## config.mk

```make
export PLATFORM = sky130hd
export DESIGN_NAME = serneg_seq
export DESIGN_NICKNAME = d
export VERILOG_FILES = /design/src/rtl/serneg_pkg.sv /design/src/rtl/serneg_bit.sv /design/src/rtl/serneg_seq.sv
export SDC_FILE = /design/constraint.sdc
export NUM_CORES = 1
export LEC_CHECK = 0
export CORE_MARGIN = 4
export CORE_UTILIZATION = 35
export CTS_BUF_LIST = sky130_fd_sc_hd__clkbuf_2 sky130_fd_sc_hd__clkbuf_4 sky130_fd_sc_hd__clkbuf_8
export CTS_CLUSTER_SIZE = 30
export DETAILED_ROUTE_END_ITERATION = 7
export DONT_BUFFER_PORTS = 1
export PLACE_DENSITY = 0.6
export SLEW_MARGIN = 10
export SYNTH_ARGS = -nofsm -noshare
export SYNTH_HDL_FRONTEND = slang
export SYNTH_SLANG_ARGS = --single-unit
```

## constraint.sdc

```tcl
create_clock -name t_clock -period 3.2 [get_ports t_clock]
set_clock_uncertainty 0.2 [all_clocks]
set_input_delay 0.48 -clock t_clock [delete_from_list [all_inputs] [get_ports t_clock]]
set_output_delay 0.48 -clock t_clock [all_outputs]
set_load 0.1 [all_outputs]
```

## src/rtl/serneg_pkg.sv

```systemverilog
// Shared types and constants for the serial two's-complement negator sequencer.
// Holds the FSM state enum, the default word width and a reference negation function.
package serneg_pkg;

  localparam int SERNEG_WIDTH = 8;

  typedef enum logic [1:0] {
    IDLE,
    SHIFT,
    DONE
  } serneg_state_t;

  function automatic logic [SERNEG_WIDTH-1:0] serneg_ref(input logic [SERNEG_WIDTH-1:0] word);
    return ~word + SERNEG_WIDTH'(1);
  endfunction

endpackage

```

## src/rtl/serneg_bit.sv

```systemverilog
// Single-bit serial negator cell: passes bits through until the first 1 has gone by,
// then inverts every later bit. clr restarts the cell; en gates the flag update.
module serneg_bit (
  input  logic t_clock,
  input  logic r,
  input  logic clr,
  input  logic en,
  input  logic i,
  output logic y
);

  logic r_seen_one;

  always_ff @(posedge t_clock or posedge r) begin
    if (r) begin
      r_seen_one <= 1'b0;
    end else if (clr) begin
      r_seen_one <= 1'b0;
    end else if (en) begin
      r_seen_one <= r_seen_one | i;
    end
  end

  assign y = r_seen_one ? ~i : i;

endmodule

```

## src/rtl/serneg_seq.sv

```systemverilog
// Parallel-in/parallel-out sequencer around serneg_bit: accept, shift LSB-first for
// WIDTH cycles, present result. Define SERNEG_OVF_EN to add the ovf output.
module serneg_seq
  import serneg_pkg::*;
#(
  parameter  int WIDTH = SERNEG_WIDTH,
  localparam int CNT_W = $clog2(WIDTH) + 1
) (
  input  logic             t_clock,
  input  logic             r,
  input  logic             in_valid,
  output logic             in_ready,
  input  logic [WIDTH-1:0] in_data,
  output logic             out_valid,
  input  logic             out_ready,
  output logic [WIDTH-1:0] out_data,
  output logic             busy,
  output logic             ser_y
`ifdef SERNEG_OVF_EN
  ,
  output logic             ovf
`endif
);

  serneg_state_t    r_state;
  serneg_state_t    w_state_next;
  logic [WIDTH-1:0] r_shift;
  logic [WIDTH-1:0] r_result;
  logic [CNT_W-1:0] r_cnt;
  logic             w_accept;
  logic             w_en;
  logic             w_last;
  logic             w_bit;
  logic             w_y;

  assign w_bit  = r_shift[0];
  assign w_last = (r_state == SHIFT) && (r_cnt == CNT_W'(WIDTH - 1));

  serneg_bit u_cell (
    .t_clock (t_clock),
    .r       (r),
    .clr     (w_accept),
    .en      (w_en),
    .i       (w_bit),
    .y       (w_y)
  );

  always_ff @(posedge t_clock or posedge r) begin
    if (r) begin
      r_state <= IDLE;
    end else begin
      r_state <= w_state_next;
    end
  end

  always_comb begin
    w_state_next = r_state;
    w_accept     = 1'b0;
    w_en         = 1'b0;
    in_ready     = 1'b0;
    out_valid    = 1'b0;
    busy         = 1'b0;
    case (r_state)
      IDLE: begin
        in_ready = 1'b1;
        if (in_valid) begin
          w_accept     = 1'b1;
          w_state_next = SHIFT;
        end
      end
      SHIFT: begin
        busy = 1'b1;
        w_en = 1'b1;
        if (w_last) begin
          w_state_next = DONE;
        end
      end
      DONE: begin
        busy      = 1'b1;
        out_valid = 1'b1;
        if (out_ready) begin
          w_state_next = IDLE;
        end
      end
      default: w_state_next = IDLE;
    endcase
  end

  // Result fills from the top so that after WIDTH shifts bit 0 holds the first cell output.
  always_ff @(posedge t_clock or posedge r) begin
    if (r) begin
      r_shift  <= '0;
      r_result <= '0;
      r_cnt    <= '0;
    end else if (w_accept) begin
      r_shift <= in_data;
      r_cnt   <= '0;
    end else if (w_en) begin
      r_shift  <= r_shift >> 1;
      r_result <= {w_y, r_result[WIDTH-1:1]};
      r_cnt    <= r_cnt + CNT_W'(1);
    end
  end

  assign out_data = r_result;
  assign ser_y    = w_en & w_y;

`ifdef SERNEG_OVF_EN
  logic r_ovf;

  // For an input 1, y equals ~seen_one, so (bit & y) marks a lone final 1.
  always_ff @(posedge t_clock or posedge r) begin
    if (r) begin
      r_ovf <= 1'b0;
    end else if (w_last) begin
      r_ovf <= w_bit & w_y;
    end else if (out_valid && out_ready) begin
      r_ovf <= 1'b0;
    end
  end

  assign ovf = r_ovf;
`endif

endmodule

```

# --- Yosys cells after proc, flatten, opt, wreduce, memory -nomap -nowiden ---
# Cells that the tools add are included.
totals:
  regBits: 23
  latch_bits: 0
  ram_bits: 0
  rom_bits: 0
  input_bits: 12
  out_inout_bits: 12
  n_memories: 0
classes:
  n_addsub: 1
  mul: 0
  n_div: 0
  order_cmp: 0
  eq_ne: 6
  shifts: 0
  mux: 17
  bitwise_logic: 4
  reduce_logical: 6
op_table:
  columns: ["operator", "count"]
  rows:
  - ["$mux W8", 2]
  - ["$mux W1", 9]
  - ["$mux W4", 2]
  - ["$mux W2", 3]
  - ["$ne A2 B2 Y1 const B", 3]
  - ["$pmux W2 S3", 1]
  - ["$add A4 B1 Y4 const B", 1]
  - ["$eq A4 B3 Y1 const B", 1]
  - ["$reduce_and A3 Y1", 1]
  - ["$eq A2 B1 Y1 const B", 1]
  - ["$eq A2 B2 Y1 const B", 1]
  - ["$logic_not A2 Y1", 1]
  - ["$not A1 Y1", 2]
  - ["$reduce_and A2 Y1", 1]
  - ["$reduce_bool A2 Y1", 1]
  - ["$reduce_or A2 Y1", 1]
  - ["$and A1 B1 Y1", 1]
  - ["$logic_and A1 B1 Y1", 1]
  - ["$or A1 B1 Y1", 1]

# --- Depth between registers and ports, before layout ---
logic_depth:
  ltp_word: 4
  depth_mapped: 7
  mapped_depth_nobuf: 5

# --- Cells and area by module ---
# A second synthesis with hierarchy kept.
unflattened:
  cells_unflattened: 91
  hier_area_um2: 1059.8
by_module_without_submodules:
  columns: ["module", "n_inst", "cells_each", "area_each_um2", "seq_area_each_um2"]
  rows:
  - ["serneg_seq", 1, 84, 999.7, 550.5]
  - ["serneg_bit", 1, 7, 60.1, 25.0]

# --- Worst setup path before layout ---
# Ideal clock, no wire load.
synth_timing:
  path_type: "flip-flop to output port"
  from: "register r_state[1]"
  to: "output ser_y"
  arrival_ns: 1.624
  required_time_ns: 2.520
  path_slack_ns: 0.896
  path_stages_with_launch: 6
  cell_sequence: "dfrtp_1 inv_1 ha_1 clkbuf_8 buf_6 and2_1"
synth_between:
  elab_chain_len: 3
synth_rtl:
  columns: ["element", "line", "source"]
  rows:
  - ["from (decl)", "serneg_seq.sv:25", "serneg_state_t r_state;"]
  - ["from (signal assigned)", "serneg_seq.sv:52", "r_state <= w_state_next;"]
  - ["$eq A2 B1 Y1", "serneg_seq.sv:63", "case (r_state)"]
  - ["$mux W1", "serneg_seq.sv:63", null]
  - ["$and A1 B1 Y1", "serneg_seq.sv:106", "assign ser_y = w_en & w_y;"]
  - ["to (decl)", "serneg_seq.sv:18", "output logic ser_y"]
# Every way passes these cells.

# --- Final worst setup path ---
layout_timing:
  from: "register r_state[1]"
  to: "output busy"
layout_between:
  elab_chain_len: 3
layout_rtl:
  columns: ["element", "line", "source"]
  rows:
  - ["$eq A2 B1 Y1 or $eq A2 B2 Y1 (tied branches)", "serneg_seq.sv:63", null]
  - ["$reduce_or A2 Y1 (no line) *", null, null]
  - ["$mux W1 *", "serneg_seq.sv:63", null]
  - ["to (decl)", "serneg_seq.sv:17", "output logic busy,"]
# Mark *: on every way between the ends. The rest lies on a longest branch, timed or not.

==> summary.md <==
| Metric | Value |
|---|---|
| Status | completed |
| Fin Setup TNS | 0 ps |
| Most area-consuming cells after synthesis | dfrtp_1 53%, mux2_2 9.3%, mux2i_1 7.4% |
| CP max FO | 3 |
| WL/cell | 14.1 um |
| Clock Sinks | 23 |
| Longest Clk Path Bufs | 2 |
| First-pass GRT wire length | ~3.0 mm |
| Post-Syn Area | between 1000 and 1500 um2 |
| Vias in the first global route | ~670 |
| IO Port Bufs | 0 |
| Initial Util | 0.381 |
| CTS tree | built |
| Fmax | ~430 MHz |
| Sequential cell area fraction in the yosys report | 0.529 |
| Die width | approximately 64 um |
| Core Box Area | 2850 um2 |
| Largest net degree at the start of global routing | 24 |
| Reg2reg setup slack | 1160 ps |
| Final hold viol count | 0 |
| TritonCTS buffer count | 3 |
| Detail Route Antenna Nets | 0 |
| Reg2reg path depth | 5 |
| Post-CTS setup buffers | 0 |
| Critical path start-end classification | flip-flop to primary output |
| Synthesized instance count | 91 |
| Area Growth Syn to Fin | 4.72% |
| Residual DRC | 0 |
| Die Footprint | 4060 um2 |
| Pins Over Slew Limit | 0 |
| Share of cells above drive strength 1 | 0.213 |
| Gr usage total | 0.0933 |
| Critical path required time | 2520 ps |
| #FFs+latches synth | 23 |
| GRT overflow | 0 |
| Startpoint types | flip-flop |
| Final #Nets | 112 |
| Tightest Hold Check Type | input pin to async pin |
| # diodes | 0 |
| Share of the synthesized area in the top cell type | 0.529 |
| Worst-Margin Slew | 930 ps |
| Synth unique cells | 23 |
| Maxcap violations | 0 |
| Clk slew on worst S/H paths | around 130 ps |
| Initial antenna violation count | 0 |
| YS warnings | 0 |
| Crit. End Element | primary output |
| WP data arrival | between 1500 and 2000 ps |
| Hold Buf Count CTS | 0 |
| Final setup vio count | 0 |
| H-tree levels | 1 |
| Row cnt | 19 |
| Vias per cell | approximately 5.2 |
| CTS resizes | 0 |
| Routed wire length | 1.76 mm |
| Worst-Skew Late Latency | 310 ps |
| Die Y | 63.7 um |
| Number of I/O pins | 24 |
| DP HPWL | 1.28 mm |
| DR pass1 iterations | 2 |
| RSZ-0062 raised after global routing | false |
| Root buf cell | clkbuf_4 |
| Synth Net Count | 108 |
| Slew headroom | 0.380 |
| Top cell type by total area after synthesis | dfrtp_1 |
| First DRT Iteration DRCs | 28 |
| Final min period | 2310 ps |
| Syn_area_per_cell | ~12 um2 |
| Vias | between 600 and 700 |
| Routability cong. | 0.666 |
| Final period utilization | 0.721 |
state kept, by name, indices dropped and copies added (netlist names):
register and count:
r_cnt 4, u_cell.r_seen_one 1, out_data 8, r_shift 8
r_state 2
metal layers:
metal,GRT usage,vias to the layer above,part of all wire
met1,0.110,322,0.47
met5,0,-,0
li1,-,312,-
met4,0.0162,0,0.0051
met3,0.0403,2,0.063
met2,0.160,16,0.46
final cells by class:
class	instances	area, um2
clock inverter	1	5.00
multi-input combinational	58	448
sequential	23	576
tap	31	38.8
inverter	5	18.8
fill	283	1710
clock buffer	3	22.5
timing repair buffer	4	30.0
cell usage after synthesis:
cell type / count
ha_1: 5
clkbuf_8: 1
nand3b_1: 1
and2b_2: 2
mux2_2: 9
nor3_1: 1
nand2_1: 9
nand2b_1: 1
clkbuf_1: 1
nand4_1: 1
mux2i_1: 8
nor2_1: 5
buf_2: 1
buf_6: 2
a211oi_1: 1
a211oi_2: 1
inv_1: 5
dfrtp_1: 23
xnor2_1: 1
o21ai_0: 8
and2_1: 2
o32a_1: 1
xor2_1: 2
per-stage QoR:
step	cell area (um2)	worst slack (ps)	hold slack (ps)	util	cells
4_1_cts	1140	872	38.9	0.399	125
3_5_place_dp	1110	1130	342	0.389	121
5_1_grt	1140	830	54.0	0.399	125
6_report	1140	893	12.8	0.399	125
3_3_place_gp	1110	1200	313	0.389	121
2_1_floorplan	1090	896	282	-	91
worst paths after layout:
| check | startpoint | to |
|---|---|---|
| worst min register to register | u_cell.r_seen_one$_DFFE_PP0P_ | u_cell.r_seen_one$_DFFE_PP0P_ |
| worst max-delay path | r_state[1]$_DFFE_PP0P_ | busy |
| worst min-delay path | r | r_shift[5]$_DFFE_PP0P_ |
| worst max register to register | r_state[1]$_DFFE_PP0P_ | r_shift[1]$_DFFE_PP0P_ |
| max in group asynchronous | r | r_cnt[0]$_DFFE_PP0P_ |
| min in group t_clock | in_data[7] | r_shift[7]$_DFFE_PP0P_ |
worst max-delay path, stage by stage, from the launching register on:
cell	delay, ps
dfrtp_1	400
inv_1	70
ha_1	860
cell families after synthesis:
logic type	Yosys count	synth area share
flip-flops	23	0.529
AND/OR/NAND/NOR	22	0.0990
multiplexers	17	0.167
AO/OA/AOI/OAI	11	0.0644
buffers and inverters	10	0.0587
adder cells (fa/ha/maj)	5	0.0575
XOR/XNOR	3	0.0242
cell usage in the layout (no fill, tap or decap), drive strengths merged:
cell	count
dfrtp	23
nand2	9
mux2	9
mux2i	8
o21ai	8
nor2	5
inv	5
ha	5
buf	4
clkbuf	3
and2	2
and2b	2
xor2	2
a211oi	2
nand3b	1
xnor2	1
nand2b	1
nor3	1
o32a	1
nand4	1
clkinv	1
Power is left out: the tool's default activity adds up to more than one toggle a clock period on the data nets, which glitch-free logic cannot reach.
